===== src/rtl/reshuffle.sv =====
// reshuffle: reads an IMG_DIM x IMG_DIM 8-bit image out of SRAM group A
// (4 banks, pixel-unshuffled layout) and re-serialises it as a raster-order
// pixel stream, one pixel per beat.
// Optional feature macro: RESHUFFLE_COORD_EN adds out_row/out_col outputs.
// Handshake: a pixel transfers on a rising clk edge where out_valid && out_ready
// are both high; once out_valid is raised, out_valid, out_data and out_last hold
// steady until that transfer happens.
module reshuffle #(
   parameter int CH_NUM       = 4,
   parameter int ACT_PER_ADDR = 4,
   parameter int BW_PER_ACT   = 8,
   parameter int IMG_DIM      = 28
) (
   input  logic                                       clk,
   input  logic                                       rst,
   input  logic                                       start,
   output logic                                       busy,
   output logic                                       done,
   output logic [3:0]                                 sram_ren_n,
   output logic [5:0]                                 sram_raddr_a,
   input  logic [CH_NUM*ACT_PER_ADDR*BW_PER_ACT-1:0]  sram_rdata_a0,
   input  logic [CH_NUM*ACT_PER_ADDR*BW_PER_ACT-1:0]  sram_rdata_a1,
   input  logic [CH_NUM*ACT_PER_ADDR*BW_PER_ACT-1:0]  sram_rdata_a2,
   input  logic [CH_NUM*ACT_PER_ADDR*BW_PER_ACT-1:0]  sram_rdata_a3,
   output logic                                       out_valid,
   input  logic                                       out_ready,
   output logic [BW_PER_ACT-1:0]                      out_data,
   output logic                                       out_last,
`ifdef RESHUFFLE_COORD_EN
   output logic [4:0]                                 out_row,
   output logic [4:0]                                 out_col,
`endif
   output logic [1:0]                                 dbg_state
);

   localparam int G_NUM = IMG_DIM / 4;
   localparam int DW    = CH_NUM * ACT_PER_ADDR * BW_PER_ACT;
   localparam int GW    = 4 * BW_PER_ACT;

   typedef enum logic [1:0] {
      S_IDLE  = 2'd0,
      S_RUN   = 2'd1,
      S_DRAIN = 2'd2
   } state_t;

   state_t          state, next_state;
   logic            done_set;

   logic [4:0]      issue_row;
   logic [2:0]      issue_g;
   logic            issue_en, issue_last_grp;
   logic [2:0]      occ;

   // read pipeline: stage 1 = read on the bus, stage 2 = data returned by SRAM
   logic            v1, v2;
   logic [3:0]      tag1, tag2;          // {r[1:0], g[0], r[2]}
   logic            last1, last2;

   logic [GW-1:0]   fifo_data [2];
   logic            fifo_last [2];
   logic            wr_ptr, rd_ptr;
   logic [1:0]      fifo_cnt;
   logic [1:0]      pix_p;
   logic            push, pop, fire, last_fire;

   logic [DW-1:0]   sel_word;
   logic [GW-1:0]   push_data;
   logic [3:0]      lane;
   logic [1:0]      pp;

   assign dbg_state      = state;
   assign busy           = (state != S_IDLE) | done;
   assign occ            = 3'(fifo_cnt) + 3'(v1) + 3'(v2);
   assign issue_en       = (state == S_RUN) && (occ < 3'd2);
   assign issue_last_grp = (issue_row == 5'(IMG_DIM - 1)) && (issue_g == 3'(G_NUM - 1));
   assign push           = v2;
   assign out_valid      = (fifo_cnt != 2'd0);
   assign fire           = out_valid && out_ready;
   assign pop            = fire && (pix_p == 2'd3);
   assign last_fire      = pop && fifo_last[rd_ptr];
   assign out_data       = fifo_data[rd_ptr][pix_p*BW_PER_ACT +: BW_PER_ACT];
   assign out_last       = out_valid && fifo_last[rd_ptr] && (pix_p == 2'd3);

   // State register and completion pulse
   always_ff @(posedge clk or posedge rst) begin
      if (rst) begin
         state <= S_IDLE;
         done  <= 1'b0;
      end else begin
         state <= next_state;
         done  <= done_set;
      end
   end

   // Next-state: start only honoured in IDLE; DRAIN waits for the final pixel
   always_comb begin
      next_state = state;
      done_set   = 1'b0;
      case (state)
         S_IDLE:  if (start) next_state = S_RUN;
         S_RUN:   if (issue_en && issue_last_grp) next_state = S_DRAIN;
         S_DRAIN: if (last_fire) begin
            next_state = S_IDLE;
            done_set   = 1'b1;
         end
         default: next_state = S_IDLE;
      endcase
   end

   // Issue side: one group read per cycle while fewer than 2 groups are held
   always_ff @(posedge clk or posedge rst) begin
      if (rst) begin
         issue_row    <= '0;
         issue_g      <= '0;
         sram_ren_n   <= 4'hf;
         sram_raddr_a <= '0;
         v1           <= 1'b0;
         tag1         <= '0;
         last1        <= 1'b0;
      end else begin
         sram_ren_n <= 4'hf;
         v1         <= issue_en;
         if (issue_en) begin
            sram_ren_n   <= ~(4'b0001 << {issue_row[2], issue_g[0]});
            sram_raddr_a <= 6'(issue_row[4:3]) * 6'd6 + 6'(issue_g[2:1]);
            tag1         <= {issue_row[1:0], issue_g[0], issue_row[2]};
            last1        <= issue_last_grp;
            if (issue_g == 3'(G_NUM - 1)) begin
               issue_g   <= '0;
               issue_row <= issue_last_grp ? 5'd0 : issue_row + 5'd1;
            end else begin
               issue_g <= issue_g + 3'd1;
            end
         end
      end
   end

   // Tag follows the read into the cycle where SRAM data is on the bus
   always_ff @(posedge clk or posedge rst) begin
      if (rst) begin
         v2    <= 1'b0;
         tag2  <= '0;
         last2 <= 1'b0;
      end else begin
         v2    <= v1;
         tag2  <= tag1;
         last2 <= last1;
      end
   end

   // Pick the tagged bank and gather the group's 4 pixels out of their byte lanes
   always_comb begin
      sel_word  = sram_rdata_a0;
      push_data = '0;
      lane      = '0;
      pp        = '0;
      case ({tag2[0], tag2[1]})
         2'd0:    sel_word = sram_rdata_a0;
         2'd1:    sel_word = sram_rdata_a1;
         2'd2:    sel_word = sram_rdata_a2;
         default: sel_word = sram_rdata_a3;
      endcase
      for (int p = 0; p < 4; p++) begin
         pp   = 2'(p);
         // 15 - 8*r[0] - 4*p[0] - 2*r[1] - p[1] is the complement of these bits
         lane = ~{tag2[2], pp[0], tag2[3], pp[1]};
         push_data[p*BW_PER_ACT +: BW_PER_ACT] = sel_word[lane*BW_PER_ACT +: BW_PER_ACT];
      end
   end

   // Two-entry group FIFO; push and pop in the same cycle keep occupancy
   always_ff @(posedge clk or posedge rst) begin
      if (rst) begin
         for (int i = 0; i < 2; i++) begin
            fifo_data[i] <= '0;
            fifo_last[i] <= 1'b0;
         end
         wr_ptr   <= 1'b0;
         rd_ptr   <= 1'b0;
         fifo_cnt <= '0;
      end else begin
         if (push) begin
            fifo_data[wr_ptr] <= push_data;
            fifo_last[wr_ptr] <= last2;
            wr_ptr            <= ~wr_ptr;
         end
         if (pop) rd_ptr <= ~rd_ptr;
         case ({push, pop})
            2'b10:   fifo_cnt <= fifo_cnt + 2'd1;
            2'b01:   fifo_cnt <= fifo_cnt - 2'd1;
            default: fifo_cnt <= fifo_cnt;
         endcase
      end
   end

   // Pixel index within the head group advances on each transfer
   always_ff @(posedge clk or posedge rst) begin
      if (rst) pix_p <= '0;
      else if (fire) pix_p <= pix_p + 2'd1;
   end

`ifdef RESHUFFLE_COORD_EN
   // Coordinates of the pixel currently presented on out_data
   always_ff @(posedge clk or posedge rst) begin
      if (rst) begin
         out_row <= '0;
         out_col <= '0;
      end else if (fire) begin
         if (out_col == 5'(IMG_DIM - 1)) begin
            out_col <= '0;
            out_row <= (out_row == 5'(IMG_DIM - 1)) ? 5'd0 : out_row + 5'd1;
         end else begin
            out_col <= out_col + 5'd1;
         end
      end
   end
`endif

endmodule


===== config.mk =====
export PLATFORM = sky130hd
export DESIGN_NAME = reshuffle
export DESIGN_NICKNAME = d
export VERILOG_FILES = /design/src/rtl/reshuffle.sv
export SDC_FILE = /design/constraint.sdc
export NUM_CORES = 1
export LEC_CHECK = 0
export ABC_CLOCK_PERIOD_IN_PS = 4000
export BUFFER_PORTS_ARGS = -buffer_cell sky130_fd_sc_hd__buf_2
export CORE_AREA = 2 2 208 210
export CTS_CLUSTER_DIAMETER = 200
export DETAILED_ROUTE_END_ITERATION = 7
export DIE_AREA = 0 0 210 212
export PLACE_DENSITY = 0.54
export SLEW_MARGIN = 10
export SYNTH_ARGS = -nofsm -noshare
export SYNTH_HDL_FRONTEND = slang
export SYNTH_SLANG_ARGS = --single-unit

===== constraint.sdc =====
create_clock -name clk -period 4 [get_ports clk]
set_input_delay 0.4 -clock clk [delete_from_list [all_inputs] [get_ports clk]]
set_output_delay 0.4 -clock clk [all_outputs]
set_load 0.02 [all_outputs]

==> metrics.yaml <==
status:
  status: "complete, no violations"
clocking:
  ctsHtreeMaxLevel: 3
  postCtsSetupRepairBufs: 0
  root_buffer: "clkbuf_16"
  clkLatencyLatePin_ps: 350
  numCtsBuffers: 9
  cts.hold.buffers_added: 0
  path_clk_slew_ps: 80
  clock-sinks: 105
  cts_buffer_depth: 2
  tritoncts: "built"
  cts_resized: 0
drt:
  drc: 0
  detail-route-antenna-nets: 0
  drt_first_pass_iters: 7
  finalWirelength_um: 40390
  via_per_inst: 4.691
  vias: 8453
  wl_per_cell_um: 22.41
  drt_iter0_markers: 359
layout:
  drive_gt1_share_pct: 57.49
  area_growth_pct: 41.45
  fin_nets: 1761
  stdcell_count: 1802
  stdcell_area_um2: 12010
global_route:
  grt_overflow: 0
  track_usage_pct: 17.55
  grt_pass1_vias: 8769
  grt_pass1_wl_um: 56760
  grt_max_degree: 70
  antenna_found_initial: 21
sta:
  rsz0062_at_grt: "no"
  hold_viol: 0
  max_freq_mhz: 376.3
  setup_viol: 0
  tns_ps: 0
  relSlewSlack_pct: 40.88
  tightest_slew_ps: 886.9
  min_period_ps: 2657
  slew_viol_final: 0
  final.setup_skew_ps: 14.42
  min_period_over_period_pct: 66.43
synthesis:
  ys_warn_count: 0
  syn_inst: 741
  netlist_top_cells_area: "dfrtp_1, mux4_2, mux2i_1, mux2_2, nand2_1"
  synth_edf_count: 0
  yosys.area.top_type_share_pct: 29.76
  ys_types: 35
  synth_nets: 1265
  syn_area_per_cell_um2: 11.46
  ys_seq_area_share_pct: 31.00
  yosysTopAreaCell: "dfrtp_1"
  synth-seq-cells: 105
  syn-cell-area_um2: 8492
  ys.flop_type: "dfrtp_1"
  synth_async_sr_flop_share_pct: 100.0
run:
  drv_cap: 0
worst_setup_path:
  path_class: "register to primary output"
  reg2reg_slack_ps: 1470
  worst-path-buf-inv: 2
  regToRegStartpoint: "tag2[2]"
  r2r_end: "fifo_data[49]"
  cp-start-kind: "register"
  cpPeakStageDelay_ps: 560
  end_kind: "primary output"
  arrival_ps: 2260
  crit_start: "pix_p[0]"
  crit_end: "out_data[2]"
  crit_family: "multiplexers"
  worst_path_max_delay_cell: "mux4_2"
  ff2ff_path_depth: 4
  required_ps: 3600
  crit_cells: 4
  crit_path_max_fanout: 13
  path_cells: "buf_4 -> mux4_2 -> mux2_2 -> buf_2"
place:
  place.gp.congestion: 0.9217
  dp_hpwl_um: 34780
  dp.cells: 1772
  place_area_um2: 11650
  io_buffers: 539
floorplan:
  dieArea_um2: 44520
  core-area_um2: 42510
  io_pins: 540
  fp.dieH_um: 212
  std_cell_rows: 76
  die_x_um: 210
  start_util_pct: 19.98
power:
  vdd_drop_max_uv: 395.7
  power.density_nw_per_um2: 617.8
  p_leak_uw: 0.005339
hold_path:
  hold_class: "input pin to async pin"
==> cell type report <==
cell class,instances,area (um2)
clock buffers,10,239.0
repair buffers,552,2833
fillers,4499,30490
flip-flops and latches,105,2645
diodes,14,35.03
clock inverters,6,82.58
inverters,5,21.27
well taps,546,683.2
multi-input cells,564,5473
==> cell usage in the layout, fill, tap and decap left out, drive strengths merged, types with 2 or more instances in the layout <==
master	Yosys	layout
or3b	3	3
inv	5	8
xnor2	5	5
clkbuf	23	10
nor2	8	8
nor2b	2	2
xor2	4	4
ha	8	8
nand2b	2	2
or2	3	3
nor4	13	13
o21ai	70	70
nand4	2	2
nand3	5	5
nand2	100	100
mux4	92	92
mux2i	142	142
buf	44	552
dfstp	4	4
o22ai	52	52
nand3b	4	4
mux2	36	36
dfrtp	101	101
or3	3	3
and3	4	4
nor3	2	2
diode	0	14
==> worst register-to-register path, stage by stage (launching register included) <==
cell     delay [ps]
dfrtp_4         970
or3_1           570
o22ai_1         190
nor4_1          500
o21ai_0         170
==> registers in the layout (all words and copies together) (netlist names) <==
signal	flops
fifo_data	64
sram_raddr_a	6
issue_row	5
sram_ren_n	4
tag1	4
tag2	4
issue_g	3
dbg_state	2
fifo_cnt	2
fifo_last	2
pix_p	2
done	1
last1	1
last2	1
push	1
rd_ptr	1
v1	1
wr_ptr	1
==> how the worst min path moves through the flow <==
stage                        from         end  slack [ps]  cells past startpoint
after floorplan           tag1[0]     tag2[0]         350                      0
after global placement    tag1[2]     tag2[2]         360                      0
after detailed placement       v1        push         370                      0
after CTS                     rst        done         260                      2
after global routing          rst  issue_g[0]         290                      2
final                         rst  issue_g[0]         220                      2
==> power by group <==
part | switching, uW | total, uW | internal (uW)
clock network | 437 | 955 | 518
logic | 2270 | 4410 | 2140
registers | 549 | 2060 | 1510
==> per-layer routing <==
layer  share of wire (%)  GRT usage [%]
met3                 5.3          2.408
met4                 4.7          8.437
met1                  37          19.04
met2                  53          33.54
met5               0.074              0
==> kinds of logic after synthesis <==
kind of cell,Yosys count,synth area share (%)
xor+xnor,9,0.9282
compound gates,124,8.104
simple gates,153,8.266
flops,105,31.00
fa+ha+maj,8,1.179
buf+inv,72,4.612
mux,270,45.91
==> synthesized netlist by cell type (6+ instances only) <==
| library cell | instances |
|---|---|
| mux2i_1 | 142 |
| o22ai_1 | 52 |
| nor2_1 | 8 |
| o21ai_1 | 38 |
| clkbuf_1 | 23 |
| o21ai_0 | 32 |
| mux4_2 | 92 |
| buf_4 | 6 |
| buf_2 | 28 |
| dfrtp_1 | 101 |
| ha_1 | 8 |
| buf_6 | 7 |
| nor4_1 | 13 |
| mux2_2 | 36 |
| nand2_1 | 100 |
==> per-stage QoR <==
step	setup slack (ps)	util, %	power, uW	hold WS [ps]
floorplan	846.1	-	5118	353.5
global placement	1508	27.42	6542	365.0
detailed placement	1465	27.42	6622	367.6
CTS	1266	28.18	7599	258.1
global route	1188	28.24	7983	289.9
finish	1343	28.26	7421	221.5
(Power assumes the default switching activity.)
